--- src/rtl/adc_pkg.sv ---
// Shared types and helpers for the ADC scan sequencer: FSM states, command-word layout
// and default widths.
package adc_pkg;

  localparam int CH_W_DEF      = 2;
  localparam int DATA_W_DEF    = 16;
  localparam int ADC_CMD_START = DATA_W_DEF - 1;

  typedef enum logic [2:0] {
    ST_IDLE,
    ST_GAP,
    ST_ISSUE,
    ST_WAIT_DONE,
    ST_SCAN_END
  } adc_state_e;

  // Command frame: start bit, channel index just below it, remaining bits zero.
  function automatic logic [DATA_W_DEF-1:0] build_cmd(input logic [CH_W_DEF-1:0] ch);
    logic [DATA_W_DEF-1:0] w;
    w = '0;
    w[ADC_CMD_START] = 1'b1;
    w[ADC_CMD_START-1 -: CH_W_DEF] = ch;
    return w;
  endfunction

endpackage

--- src/rtl/adc_ch_picker.sv ---
// Holds the channels still to be converted in the current scan and presents the lowest
// one, plus flags telling whether any remain and whether it is the final one.
module adc_ch_picker import adc_pkg::*; #(
  parameter int NUM_CH = 4,
  parameter int CH_W   = CH_W_DEF
) (
  input  logic              clk,
  input  logic              rst,
  input  logic              load,
  input  logic [NUM_CH-1:0] mask_in,
  input  logic              advance,
  output logic [CH_W-1:0]   cur_ch,
  output logic              valid,
  output logic              last
);

  logic [NUM_CH-1:0] rem_q, rem_d, rem_next;

  always_comb begin
    cur_ch = '0;
    for (int i = NUM_CH - 1; i >= 0; i--) begin
      if (rem_q[i]) cur_ch = CH_W'(i);
    end
  end

  assign rem_next = rem_q & ~(NUM_CH'(1) << cur_ch);
  assign valid    = |rem_q;
  assign last     = valid && (rem_next == '0);

  always_comb begin
    rem_d = rem_q;
    if (load)         rem_d = mask_in;
    else if (advance) rem_d = rem_next;
  end

  always_ff @(posedge clk) begin
    if (rst) rem_q <= '0;
    else     rem_q <= rem_d;
  end

endmodule

--- src/rtl/adc_scan_sequencer.sv ---
// Drives the shared ADC SPI engine: trigger-driven channel scans with priority over CPU
// one-shot conversions. Define ADC_OVERSAMPLE_EN to average 2^OS_LOG2 frames per scan channel.
module adc_scan_sequencer import adc_pkg::*; #(
  parameter int NUM_CH     = 4,
  parameter int CH_W       = CH_W_DEF,
  parameter int DATA_W     = DATA_W_DEF,
  parameter int GAP_CYCLES = 4
`ifdef ADC_OVERSAMPLE_EN
  ,
  parameter int OS_LOG2    = 2
`endif
) (
  input  logic              clk,
  input  logic              rst,
  input  logic              enable,
  input  logic              trig,
  input  logic [NUM_CH-1:0] ch_mask,
  input  logic              cpu_req,
  input  logic [CH_W-1:0]   cpu_ch,
  output logic              cpu_ack,
  output logic [DATA_W-1:0] cpu_data,
  output logic              spi_start,
  output logic [DATA_W-1:0] spi_tx,
  input  logic              spi_busy,
  input  logic              spi_done,
  input  logic [DATA_W-1:0] spi_rx,
  output logic              res_we,
  output logic [CH_W-1:0]   res_ch,
  output logic [DATA_W-1:0] res_data,
  output logic              scan_done,
  output logic              overrun,
  output logic              busy
);

  localparam int GAP_W = $clog2(GAP_CYCLES + 1);

  adc_state_e        state_q, state_d;
  logic              scan_mode_q, scan_mode_d;
  logic              pend_q, pend_d;
  logic              ovr_q, ovr_d;
  logic [GAP_W-1:0]  gap_cnt_q, gap_cnt_d;
  logic [CH_W-1:0]   cpu_ch_q, cpu_ch_d;
  logic              spi_start_q, spi_start_d;
  logic [DATA_W-1:0] spi_tx_q, spi_tx_d;
  logic              res_we_q, res_we_d;
  logic [CH_W-1:0]   res_ch_q, res_ch_d;
  logic [DATA_W-1:0] res_data_q, res_data_d;
  logic              cpu_ack_q, cpu_ack_d;
  logic [DATA_W-1:0] cpu_data_q, cpu_data_d;

  logic              trig_ok;
  logic              pick_load, pick_adv, pick_valid, pick_last;
  logic [CH_W-1:0]   pick_ch;

`ifdef ADC_OVERSAMPLE_EN
  localparam int ACC_W = DATA_W + OS_LOG2;
  logic [ACC_W-1:0]   acc_q, acc_d, acc_sum;
  logic [OS_LOG2-1:0] os_cnt_q, os_cnt_d;

  assign acc_sum = acc_q + ACC_W'(spi_rx);
`endif

  assign trig_ok = trig & enable;

  adc_ch_picker #(.NUM_CH(NUM_CH), .CH_W(CH_W)) u_picker (
    .clk     (clk),
    .rst     (rst),
    .load    (pick_load),
    .mask_in (ch_mask),
    .advance (pick_adv),
    .cur_ch  (pick_ch),
    .valid   (pick_valid),
    .last    (pick_last)
  );

  always_comb begin
    state_d     = state_q;
    scan_mode_d = scan_mode_q;
    pend_d      = pend_q & enable;  // disabling discards a queued trigger
    ovr_d       = ovr_q;
    gap_cnt_d   = gap_cnt_q;
    cpu_ch_d    = cpu_ch_q;
    spi_start_d = 1'b0;
    spi_tx_d    = spi_tx_q;
    res_we_d    = 1'b0;
    res_ch_d    = res_ch_q;
    res_data_d  = res_data_q;
    cpu_ack_d   = 1'b0;
    cpu_data_d  = cpu_data_q;
    pick_load   = 1'b0;
    pick_adv    = 1'b0;
`ifdef ADC_OVERSAMPLE_EN
    acc_d       = acc_q;
    os_cnt_d    = os_cnt_q;
`endif

    if (trig_ok && state_q != ST_IDLE) begin
      if (pend_q) ovr_d  = 1'b1;
      else        pend_d = 1'b1;
    end

    case (state_q)
      ST_IDLE: begin
        if (trig_ok || (pend_q && enable)) begin
          pick_load   = 1'b1;
          scan_mode_d = 1'b1;
          // a fresh trigger coinciding with a queued one stays queued behind it
          pend_d      = pend_q & trig_ok;
          state_d     = (ch_mask == '0) ? ST_SCAN_END : ST_ISSUE;
        end else if (cpu_req) begin
          scan_mode_d = 1'b0;
          cpu_ch_d    = cpu_ch;
          state_d     = ST_ISSUE;
        end
      end
      ST_ISSUE: begin
        if (!spi_busy) begin
          spi_start_d = 1'b1;
          spi_tx_d    = build_cmd(scan_mode_q ? pick_ch : cpu_ch_q);
          state_d     = ST_WAIT_DONE;
        end
      end
      ST_WAIT_DONE: begin
        if (spi_done) begin
          if (scan_mode_q) begin
`ifdef ADC_OVERSAMPLE_EN
            if (os_cnt_q == '1) begin
              res_we_d   = 1'b1;
              res_ch_d   = pick_ch;
              res_data_d = DATA_W'(acc_sum >> OS_LOG2);
              acc_d      = '0;
              os_cnt_d   = '0;
              pick_adv   = 1'b1;
              state_d    = pick_last ? ST_SCAN_END : ST_GAP;
            end else begin
              acc_d      = acc_sum;
              os_cnt_d   = os_cnt_q + 1'b1;
              state_d    = ST_GAP;
            end
`else
            res_we_d   = 1'b1;
            res_ch_d   = pick_ch;
            res_data_d = spi_rx;
            pick_adv   = 1'b1;
            state_d    = pick_last ? ST_SCAN_END : ST_GAP;
`endif
          end else begin
            cpu_ack_d  = 1'b1;
            cpu_data_d = spi_rx;
            state_d    = ST_GAP;
          end
        end
      end
      ST_GAP: begin
        if (gap_cnt_q == GAP_W'(GAP_CYCLES - 1)) begin
          gap_cnt_d = '0;
          state_d   = (scan_mode_q && pick_valid) ? ST_ISSUE : ST_IDLE;
        end else begin
          gap_cnt_d = gap_cnt_q + 1'b1;
        end
      end
      ST_SCAN_END: state_d = ST_GAP;
      default:     state_d = ST_IDLE;
    endcase
  end

  always_ff @(posedge clk) begin
    if (rst) begin
      state_q     <= ST_IDLE;
      scan_mode_q <= 1'b0;
      pend_q      <= 1'b0;
      ovr_q       <= 1'b0;
      gap_cnt_q   <= '0;
      spi_start_q <= 1'b0;
      spi_tx_q    <= '0;
      res_we_q    <= 1'b0;
      res_ch_q    <= '0;
      res_data_q  <= '0;
      cpu_ack_q   <= 1'b0;
      cpu_data_q  <= '0;
    end else begin
      state_q     <= state_d;
      scan_mode_q <= scan_mode_d;
      pend_q      <= pend_d;
      ovr_q       <= ovr_d;
      gap_cnt_q   <= gap_cnt_d;
      spi_start_q <= spi_start_d;
      spi_tx_q    <= spi_tx_d;
      res_we_q    <= res_we_d;
      res_ch_q    <= res_ch_d;
      res_data_q  <= res_data_d;
      cpu_ack_q   <= cpu_ack_d;
      cpu_data_q  <= cpu_data_d;
    end
  end

  always_ff @(posedge clk) begin
    cpu_ch_q <= cpu_ch_d;
  end

`ifdef ADC_OVERSAMPLE_EN
  always_ff @(posedge clk) begin
    if (rst) begin
      acc_q    <= '0;
      os_cnt_q <= '0;
    end else begin
      acc_q    <= acc_d;
      os_cnt_q <= os_cnt_d;
    end
  end
`endif

  assign cpu_ack   = cpu_ack_q;
  assign cpu_data  = cpu_data_q;
  assign spi_start = spi_start_q;
  assign spi_tx    = spi_tx_q;
  assign res_we    = res_we_q;
  assign res_ch    = res_ch_q;
  assign res_data  = res_data_q;
  assign scan_done = (state_q == ST_SCAN_END);
  assign overrun   = ovr_q;
  assign busy      = (state_q != ST_IDLE);

endmodule
--- config.mk ---
export PLATFORM = sky130hd
export DESIGN_NAME = adc_scan_sequencer
export DESIGN_NICKNAME = d
export VERILOG_FILES = /design/src/rtl/adc_pkg.sv /design/src/rtl/adc_ch_picker.sv /design/src/rtl/adc_scan_sequencer.sv
export SDC_FILE = /design/constraint.sdc
export NUM_CORES = 1
export LEC_CHECK = 0
export ABC_AREA = 1
export CAP_MARGIN = 10
export CORE_MARGIN = 5
export CORE_UTILIZATION = 44
export CTS_CLUSTER_DIAMETER = 40
export CTS_CLUSTER_SIZE = 25
export DETAILED_ROUTE_END_ITERATION = 8
export PLACE_DENSITY = 0.84
export SLEW_MARGIN = 20
export SYNTH_ARGS = -nofsm -noshare
export SYNTH_HDL_FRONTEND = slang
export SYNTH_SLANG_ARGS = --single-unit
--- constraint.sdc ---
create_clock -name clk -period 1.6 [get_ports clk]
set_clock_uncertainty 0.05 [all_clocks]
set_input_delay 0.32 -clock clk [delete_from_list [all_inputs] [get_ports clk]]
set_output_delay 0.32 -clock clk [all_outputs]
set_load 0.02 [all_outputs]
# Yosys cells after proc, flatten, opt, wreduce, memory -nomap -nowiden
# Cells that the tools add are included.
[op_classes] muxes=31 reduce_logical=21 bitwise_logic=11 add_sub_neg=1 eq_ne=9 shift=1
[ops] op="$mux 3" count=9
[ops] op="$pmux 3 s5" count=1
[ops] op="$mux 1" count=13
[ops] op="$mux 2" count=6
[ops] op="$eq 3x2->1 const B" count=3
[ops] op="$reduce_and 3->1" count=3
[ops] op="$logic_not 4->1" count=2
[ops] op="$mux 4" count=2
[ops] op="$ne 2x2->1 const B" count=3
[ops] op="$not 1->1" count=6
[ops] op="$reduce_and 2->1" count=3
[ops] op="$and 4x4->4" count=1
[ops] op="$logic_and 1x1->1" count=4
[ops] op="$not 4->4" count=1
[ops] op="$reduce_and 4->1" count=1
[ops] op="$reduce_bool 2->1" count=2
[ops] op="$reduce_or 4->1" count=1
[ops] op="$shl 1x2->4 const A" count=1
[ops] op="$add 3x1->3 const B" count=1
[ops] op="$and 1x1->1" count=3
[ops] op="$eq 3x1->1 const B" count=1
[ops] op="$eq 3x3->1 const B" count=1
[ops] op="$logic_not 3->1" count=1
[ops] op="$ne 3x3->1 const B" count=1
[ops] op="other kinds (4)" count=4
[word_totals] word_cells=88 reg_bits=55 inputBits=29

# Longest topological paths before layout
[depth] word_depth=13 ltp_mapped=9 depth_no_buf=8

# By module
# From an unflattened synthesis, not the netlist that was laid out.
[hier_totals] hier_cells=308 hier_area_um2=2354.8
[by_module_without_submodules] module="adc_scan_sequencer" cells_per_inst=272 n_inst=1 area_per_inst_um2=2113.3
[by_module_without_submodules] module="adc_ch_picker" cells_per_inst=36 n_inst=1 area_per_inst_um2=241.5

# Worst setup path before layout
# OpenSTA, ideal clock, no wires.
[synth_path] kind="register to register" startpoint="reg state_q[1]" endpoint="reg cpu_ch_q[0], enable pin" setup_time_ps=341 slack_ps=281 arrival_ps=929 synth_period_minus_slack_ps=1319 stages_incl_launch_ff=4 path_cell_list="dfxtp_1 nor2_1 nand2_2 nor3_1"
[synth_between] elab_chain_len=2
[synth_lines] element="start: declaration" line="adc_scan_sequencer.sv:37" source="adc_state_e state_q, state_d;"
[synth_lines] element="start signal: assignment" line="adc_scan_sequencer.sv:182" source="state_q <= state_d;"
[synth_lines] element="$logic_not 3->1" line="adc_scan_sequencer.sv:102" source="case (state_q)"
[synth_lines] element="$reduce_and 3->1 (no source line)"
[synth_lines] element="end signal: assignment" line="adc_scan_sequencer.sv:198" source="cpu_ch_q <= cpu_ch_d;"
[synth_lines] element="end: declaration" line="adc_scan_sequencer.sv:42" source="logic [CH_W-1:0] cpu_ch_q, cpu_ch_d;"
# Every way passes these cells.
# A chain may end at the register's enable or synchronous reset.

# Worst setup path in the final report
[layout_path] startpoint="reg state_q[0]" endpoint="out scan_done"
[layout_between] elab_chain_len=1
[layout_lines] element="$eq 3x3->1" line="adc_scan_sequencer.sv:220" source="assign scan_done = (state_q == ST_SCAN_END);"
[layout_lines] element="end: declaration" line="adc_scan_sequencer.sv:30" source="output logic scan_done,"
# Every way passes these cells.

==> flow_summary.yaml <==
cells_and_area:
  drive_gt1_share_pct: 12.5
  design_area_um2: 3180
  finalNetCount: 405
  diodes: 0
  synthToLayoutAreaGrowth_pct: 39.5
  fin_cells: 446
floorplanning:
  dieHeight_um: 81.9
  initial_core_util_pct: 44.9
  die_area_um2: 6710
  die_x_um: 81.9
  rows: 26
  core_area_um2: 5070
  boundaryPins: 85
timing:
  slew_violations: 0
  setup_viol: 0
  fin_crit_ps: 1560
  period_share_pct: 97.4
  rsz0062_at_grt: "yes"
  hold_viol: 0
  max_freq_ghz: 0.642
synth:
  syn_area_um2: 2280
  synth-warning-count: 0
  synth_seq_area_share_pct: 49.2
  synth_top_area_share_pct: 46.6
  synth.area.top_cells: "dfxtp_1 47%, nor2_1 12%, o21ai_0 8.4%, nand2_1 4.8%, buf_4 4.3%"
  synth.avg_cell_area_um2: 7.83
  synth_seq_cells: 55
  yosysUniqueCellTypes: 30
  synth_cells: 291
  yosysTopAreaCell: "dfxtp_1"
critical_path:
  max_stage_delay_ps: 340
  path_class: "reg2out"
  crit_family: "flip-flops"
  critPathCaptureType: "output pin"
  required_ps: 1230
  path_cells: "nor2_2, nand2_1, inv_1, clkdlybuf4s15_2"
  path_max_fanout: 2
  critPathBufInv: 2
  critPathSlowestCell: "dfxtp_1"
  worstSetupStartpointType: "register"
  cp_data_arrival_time_ps: 1190
global_route:
  grtUsageTotal_pct: 17.8
  grt_pass1_vias: 2186
  grt_pass1_wl_um: 9370
  grt_max_degree: 36
  grt_antenna_before_repair: 0
  grt_overflow_total: 0
placement:
  place_inst: 438
  placed_cell_area_um2: 3140
  place_congestion: 0.880
  hpwl_um: 4470
  io_buffer_count: 71
clock_tree:
  cts_made_buffers: 5
  insertion_delay_ps: 300
  clockRootBuffer: "clkbuf_8"
  cts_tree: "built"
  clk_pin_slew_ps: 100
  cts.htree.levels: 2
  clockBufferDepth: 2
  clkSinkCount: 55
  post_cts_buffers: 0
  cts-resized-gates: 44
  hold_buffers: 0
detailed_routing:
  wl_um: 5750
  remaining_drc_errors: 0
  antenna_left: 0
  vias: 2168
  drtIter0Drc: 117
  routed_via_density: 4.86
  dr.pass1.iters: 4
  wl_per_cell_um: 12.9
power:
  powerDensity_nw_per_um2: 1080
  worst_ir_drop_vdd_v: 0.000790
  fin_total_pwr_mw: 3.43
  p_leak_nw: 1.50
status:
  status: "finished clean"
hold_path:
  hp-class: "reg2reg"
flow_run:
  drv_cap: 0
## layer usage
metal | wire length (um) | vias to the layer above | global-route usage, %
met1 | 2350 | 1001 | 19.6
met4 | 102 | 0 | 5.65
met5 | 0 | - | 0
li1 | - | 1087 | -
met3 | 307 | 14 | 4.50
met2 | 2980 | 66 | 33.2
## cell families (layout without fill, tap and decap cells)
group | Yosys count | in the layout | synth area share [%]
adders and majority gates | 1 | 1 | 0.549
and+or+nand+nor | 128 | 128 | 24.5
DFF | 55 | 55 | 49.2
other | 1 | 13 | 0.165
AOI/OAI and AO/OA | 62 | 62 | 14.8
buffers and inverters | 44 | 117 | 10.8
## final timing paths
kind | startpoint | endpoint | slack (ps) | cells after the start
max | state_q[0] | scan_done | 40 | 4
min | gap_cnt_q[2] | gap_cnt_q[2] | 410 | 2
min reg2reg | gap_cnt_q[2] | gap_cnt_q[2] | 410 | 2
max reg2reg | state_q[1] | res_data[8] | 130 | 9
## report_power, final
group          internal (mW)  switching (mW)
Sequential              1.52          0.0820
Clock                  0.309           0.422
Combinational          0.450           0.648
## cells in the final DEF, fill, tap and decap left out, types with 4 or more instances in the layout
cell type	count
inv_1	16
nand2_1	29
a21oi_1	13
buf_12	4
nor2_1	70
nor2_2	11
clkbuf_8	5
dlygate4sd2_1	40
clkdlybuf4s50_1	28
conb_1	13
buf_4	13
nand3_1	7
dfxtp_1	53
o21ai_0	38
## metrics by stage
| stage | util (%) | hold WS (ps) | TNS (ps) | worst slack [ps] |
|---|---|---|---|---|
| 6_report | 62.6 | 414 | 0 | 42.1 |
| 5_1_grt | 62.6 | 441 | -49.2 | -47.7 |
| 4_1_cts | 62.4 | 419 | 0 | 11.6 |
| 3_5_place_dp | 61.8 | 406 | -2890 | -170 |
| 3_3_place_gp | 61.8 | 384 | -927 | -86.1 |
| 2_1_floorplan | - | 343 | 0 | 281 |
## worst min-delay path, cell delays in order, from the launching register on
cell	delay [ps]
dfxtp_1	310
inv_1	70
a211oi_1	50
## cells in the mapped netlist (all sizes together)
| master | count |
|---|---|
| nor2 | 81 |
| dfxtp | 53 |
| o21ai | 38 |
| nand2 | 32 |
| inv | 21 |
| buf | 16 |
| a21oi | 13 |
| nand3 | 10 |
| clkbuf | 7 |
| nor3 | 4 |
| a211oi | 3 |
| o211ai | 3 |
| edfxtp | 2 |
| a31oi | 1 |
| conb | 1 |
| ha | 1 |
| nand4 | 1 |
| o21a | 1 |
| o21bai | 1 |
| o221ai | 1 |
| o22ai | 1 |
## flip-flops by register name (all words and copies together), names as in the netlist
signal and flops:
u_picker.rem_q 4, res_ch 2, cpu_ack 1, spi_start 1, spi_tx 3, overrun 1, state_q 3, gap_cnt_q 3
res_we 1, res_data 16, scan_mode_q 1, cpu_ch_q 2, cpu_data 16, pend_q 1
## layout make-up
cell class | count | area (um2)
fill | 483 | 1900
sequential | 55 | 1120
multi-input combinational | 204 | 958
timing repair buffer | 88 | 842
tap | 70 | 87.6
inverter | 21 | 86.3
clock buffer | 7 | 76.3
clock inverter | 1 | 5.00
Note: power is estimated with default switching activity, not from simulation.
